[config.mk]
export PLATFORM = sky130hd
export DESIGN_NAME = pla_cube_scheduler
export DESIGN_NICKNAME = d
export VERILOG_FILES = /design/src/rtl/pla_cube_scheduler.sv
export SDC_FILE = /design/constraint.sdc
export NUM_CORES = 1
export LEC_CHECK = 0
export ABC_AREA = 1
export ABC_CLOCK_PERIOD_IN_PS = 11710
export BUFFER_PORTS_ARGS = -buffer_cell sky130_fd_sc_hd__buf_2
export CAP_MARGIN = 20
export CORE_MARGIN = 2
export CORE_UTILIZATION = 55
export CTS_BUF_LIST = sky130_fd_sc_hd__clkbuf_2
export DETAILED_ROUTE_END_ITERATION = 8
export GPL_TIMING_DRIVEN = 0
export HOLD_SLACK_MARGIN = 0.03
export PLACE_DENSITY = 0.73
export SLEW_MARGIN = 20
export SYNTH_ARGS = -nofsm -noshare
export SYNTH_HDL_FRONTEND = slang
export SYNTH_SLANG_ARGS = --single-unit
[constraint.sdc]
create_clock -name clk -period 11.71 [get_ports clk]
set_input_delay 0.5855 -clock clk [delete_from_list [all_inputs] [get_ports clk]]
set_output_delay 0.5855 -clock clk [all_outputs]
set_load 0.1 [all_outputs]
[src/rtl/pla_cube_scheduler.sv]
// Time-multiplexed PLA sum-of-products evaluator: one shared matcher walks the cube table.
// Optional PLA_CUBE_SCHED_EARLY_EXIT_EN ends the scan on the first matching cube.

module pla_cube_match #(
  parameter int NIN = 12
) (
  input  logic [NIN-1:0] x,
  input  logic [NIN-1:0] care,
  input  logic [NIN-1:0] val,
  input  logic           en,
  output logic           hit
);
  assign hit = en && (((x ^ val) & care) == '0);
endmodule

module pla_cube_scheduler #(
  parameter  int NIN    = 12,
  parameter  int NCUBES = 8,
  localparam int IDXW   = $clog2(NCUBES)
) (
  input  logic            clk,
  input  logic            rst,
  input  logic            cfg_we,
  input  logic [IDXW-1:0] cfg_addr,
  input  logic [NIN-1:0]  cfg_care,
  input  logic [NIN-1:0]  cfg_val,
  input  logic            cfg_en,
  output logic            cfg_ready,
  input  logic            in_valid,
  output logic            in_ready,
  input  logic [NIN-1:0]  in_x,
  output logic            out_valid,
  input  logic            out_ready,
  output logic            out_y,
  output logic [IDXW-1:0] out_idx,
  output logic            busy
);
  typedef enum logic [1:0] {IDLE, SCAN, DONE} state_t;
  typedef struct packed {
    logic [NIN-1:0] care;
    logic [NIN-1:0] val;
    logic           en;
  } cube_t;

  state_t          state, state_nxt;
  cube_t           tbl [NCUBES];
  cube_t           cur;
  logic [NIN-1:0]  xr;
  logic [IDXW-1:0] ptr, acc_idx;
  logic            acc_y, hit, last, done_now;

  assign cur  = tbl[ptr];
  assign last = (ptr == IDXW'(NCUBES - 1));

  pla_cube_match #(.NIN(NIN)) u_match (
    .x(xr), .care(cur.care), .val(cur.val), .en(cur.en), .hit(hit)
  );

`ifdef PLA_CUBE_SCHED_EARLY_EXIT_EN
  assign done_now = hit || last;
`else
  assign done_now = last;
`endif

  assign in_ready  = (state == IDLE);
  assign cfg_ready = (state == IDLE);
  assign busy      = (state != IDLE);
  assign out_valid = (state == DONE);

  always_ff @(posedge clk or posedge rst) begin
    if (rst) state <= IDLE;
    else     state <= state_nxt;
  end

  always_comb begin
    state_nxt = state;
    case (state)
      IDLE:    if (in_valid) state_nxt = SCAN;
      SCAN:    if (done_now) state_nxt = DONE;
      DONE:    if (out_ready) state_nxt = IDLE;
      default: state_nxt = IDLE;
    endcase
  end

  // Table writes only land in IDLE, so a scan always sees one consistent table.
  always_ff @(posedge clk or posedge rst) begin
    if (rst) begin
      for (int k = 0; k < NCUBES; k++) tbl[k] <= '0;
    end else if (state == IDLE && cfg_we && int'(cfg_addr) < NCUBES) begin
      tbl[cfg_addr] <= '{care: cfg_care, val: cfg_val, en: cfg_en};
    end
  end

  always_ff @(posedge clk or posedge rst) begin
    if (rst) begin
      xr      <= '0;
      ptr     <= '0;
      acc_y   <= 1'b0;
      acc_idx <= '0;
      out_y   <= 1'b0;
      out_idx <= '0;
    end else begin
      case (state)
        IDLE: if (in_valid) begin
          xr      <= in_x;
          ptr     <= '0;
          acc_y   <= 1'b0;
          acc_idx <= '0;
        end
        SCAN: begin
          ptr <= last ? '0 : ptr + IDXW'(1);
          if (hit && !acc_y) begin
            acc_y   <= 1'b1;
            acc_idx <= ptr;
          end
          // Fold in this cycle's hit since acc_* only update at the same edge.
          if (done_now) begin
            out_y   <= acc_y | hit;
            out_idx <= acc_y ? acc_idx : (hit ? ptr : '0);
          end
        end
        default: ;
      endcase
    end
  end
endmodule

==> reports/results.ini <==
[timing]
period_minus_slack_ns = 2.699
hold_viol = 0
drv_slew = 0
post-route-period-util_pct = 23.05
skew_ns = 0.05735
rsz0062_at_grt = false
setup_violations = 0
max_freq_ghz = 0.3705
slew_headroom_pct = 36.72
setup-tns-final_ns = 0
finalWorstSetupSlack_ns = 9.011
worst_pin_slew_ns = 0.9492

[critical_path]
path_delay_family = buffers and inverters
cp.arrival_ns = 2.11
start_kind = flop
end_kind = output port
slowest_delay_ns = 0.42
crit_type = flop to output port
crit_buf_inv = 2
path_cells = nor2_1, buf_4, buf_2
cp.required_ns = 11.12
cp_max_fo = 4
slowest_stage = dfrtp_1

[routing]
wl_per_cell_um = 20.90
drc = 0
wirelength_um = 36720
vias_per_cell = 5.796
ant_nets = 0
drtIter0Drc = 1319
dr.pass1.iters = 5
num_vias = 10180

[final_layout]
seq_area_um2 = 5630
multi_input_area_um2 = 4049
post-route-util_pct = 63.55
drive_gt1_share_pct = 12.94
fin_nets = 1525
fillCellCount = 1720
syn2layout_area_growth_pct = 13.15

[clock_tree]
numCtsBuffers = 56
clkSinkCount = 225
cts_max_path_buffers = 3
clkTransAtPathRegs_ns = 0.11
cts_tree = done
root_buffer = clkbuf_2
htreeDepth = 2
clock_latency_ns = 0.92

[global_routing]
grt_pass1_wl_um = 55710
grt_pass1_vias = 9686
grt_max_degree = 78
antenna_found_initial = 2
grt_usage_pct = 37.16
grt_overflow = 0

[yosys]
ys_warn_count = 0
yosysSeqAreaShare_pct = 53.42
syn-cell-area_um2 = 10540
avgSynthCellArea_um2 = 7.878
synth-seq-cells = 225
synthCells = 1338
netlist-cell-type-count = 33
synth_fp_nets = 1385

[run]
max-cap-violations = 0

[die]
die_x_um = 142.4
num_io_pins = 53
initial_utilization_pct = 56.16
rows = 50
chipHeight_um = 142.4
core_region_area_um2 = 18770
die-area_um2 = 20290

[outcome]
outcome = complete, no violations

[power_and_ir_drop]
peakVddDrop_uv = 115.6
p_leak_uw = 0.006187
power_density_nw_per_um2 = 285.1

[place]
globalplace.congestion = 0.9702
dp_hpwl_um = 23940
dp_slack_ns = 9.144
port-buffer-count = 52

[worst_hold_path]
hold_path.class = input pin to flop

==> synthesized netlist by cell type (all sizes together) <==
| master | number | area (µm²) |
|---|---|---|
| o31ai | 1 | 7.510 |
| a32o | 1 | 10.01 |
| xnor2 | 1 | 8.760 |
| dfrtp | 225 | 5630 |
| a22oi | 3 | 22.52 |
| clkbuf | 35 | 131.4 |
| ha | 2 | 25.02 |
| o21ai | 192 | 960.9 |
| o22ai | 1 | 6.260 |
| a21oi | 84 | 420.4 |
| nand2 | 420 | 1584 |
| a21boi | 3 | 22.52 |
| xor2 | 1 | 8.760 |
| o211ai | 9 | 72.57 |
| mux2 | 1 | 11.26 |
| or2 | 1 | 6.260 |
| nor3 | 2 | 20.02 |
| inv | 120 | 452.9 |
| nand3 | 79 | 400.4 |
| nor2 | 104 | 392.9 |
| nand4 | 10 | 68.81 |
| buf | 43 | 276.5 |
==> power breakdown <==
part           internal, µW  switching, µW
Clock                   184            333
Combinational           487           1100
Sequential             1110            186
Total                  1780           1620
==> worst reg2reg max path, cell delays in order, from the launching register on <==
cell and delay, ns:
dfrtp_1 0.46, inv_2 0.11, clkbuf_1 0.56, a21oi_1 0.17, nor2_1 0.44, nand3_1 0.17, nand2_1 0.09, nor2_1 0.07
nand2_1 0.07, nand2_2 0.10, nand3_2 0.11, inv_2 0.05, nand3_1 0.06, nand2_1 0.06
==> final timing paths <==
check	depth (start not counted)	startpoint	slack [ns]	to
setup reg to reg	13	ptr[0]	9.09	acc_idx[1]
hold reg to reg	2	tbl[3]	0.49	tbl[3]
min in group asynchronous	3	rst	0.27	xr[6]
max in group asynchronous	5	rst	10.20	tbl[20]
hold / removal	3	cfg_val[9]	0.04	tbl[60]
setup / recovery	3	state[0]	9.01	in_ready
==> sequential cells by signal (all words and copies together) (netlist names) <==
register  count
xr           12
acc_y         1
ptr           3
acc_idx       3
out_idx       3
state         2
out_y         1
tbl         200
==> cells in the final DEF (no fill, tap or decap), types with 2 or more instances in the layout <==
cell and count:
dfrtp_1 225, nor3_2 2, nand2_1 417, inv_1 116, nand4_1 9, a22oi_1 3, clkinv_1 16, a21boi_1 3
nor2_1 103, nand2_2 3, clkbuf_2 79, clkinv_2 5, buf_2 78, buf_4 10, inv_2 4, o211ai_1 8
nand3_1 78, a21oi_1 84, o21ai_0 182, ha_1 2, buf_16 2, clkbuf_1 35, dlygate4sd3_1 28, o21ai_1 10
buf_6 6
==> kinds of logic (layout without fill, tap and decap cells) <==
group / count (synthesis) / in the layout / synth area share (%)
other cells: 0 / 1 / 0
fa+ha+maj: 2 / 2 / 0.2374
buf+inv: 198 / 382 / 8.167
compound gates: 294 / 294 / 14.45
xor+xnor: 2 / 2 / 0.1662
mux: 1 / 1 / 0.1068
flops: 225 / 225 / 53.42
simple gates: 616 / 616 / 23.46
==> metal layers <==
layer | vias to the layer above | part of all wire, % | GRT usage [%]
li1 | 4599 | - | -
met1 | 4744 | 38 | 50.02
met2 | 668 | 43 | 54.59
met3 | 170 | 13 | 9.724
met4 | 2 | 6.3 | 21.68
met5 | - | 0.035 | 0
==> layout make-up <==
type | count | area share (%)
multi-input cells | 915 | 33.95
plain buffers | 78 | 3.420
flip-flops and latches | 225 | 47.21
diodes | 1 | 0.02098
clock buffers | 79 | 3.315
inverters | 120 | 3.861
well taps | 234 | 2.455
repair buffers | 82 | 4.994
clock inverters | 23 | 0.7763
==> through the flow <==
stage | area [µm²] | total power (µW) | cells | hold WS (ns)
floorplan | 10540 | 2326 | 1338 | 0.4478
global placement | 11090 | 2783 | 1624 | 0.4615
detailed placement | 11160 | 2824 | 1626 | 0.4681
CTS | 11920 | 3341 | 1756 | 0.04124
global route | 11930 | 3619 | 1757 | 0.09662
finish | 11930 | 3400 | 1757 | 0.04422
==> what timing repair did <==
action                    4_1_cts  5_1_grt
setup buffers                   0        0
hold buffers                   28        0
resized for setup               0        0
hold endpoints to repair      113        0
No activity file was read; power rests on OpenSTA's default activity.
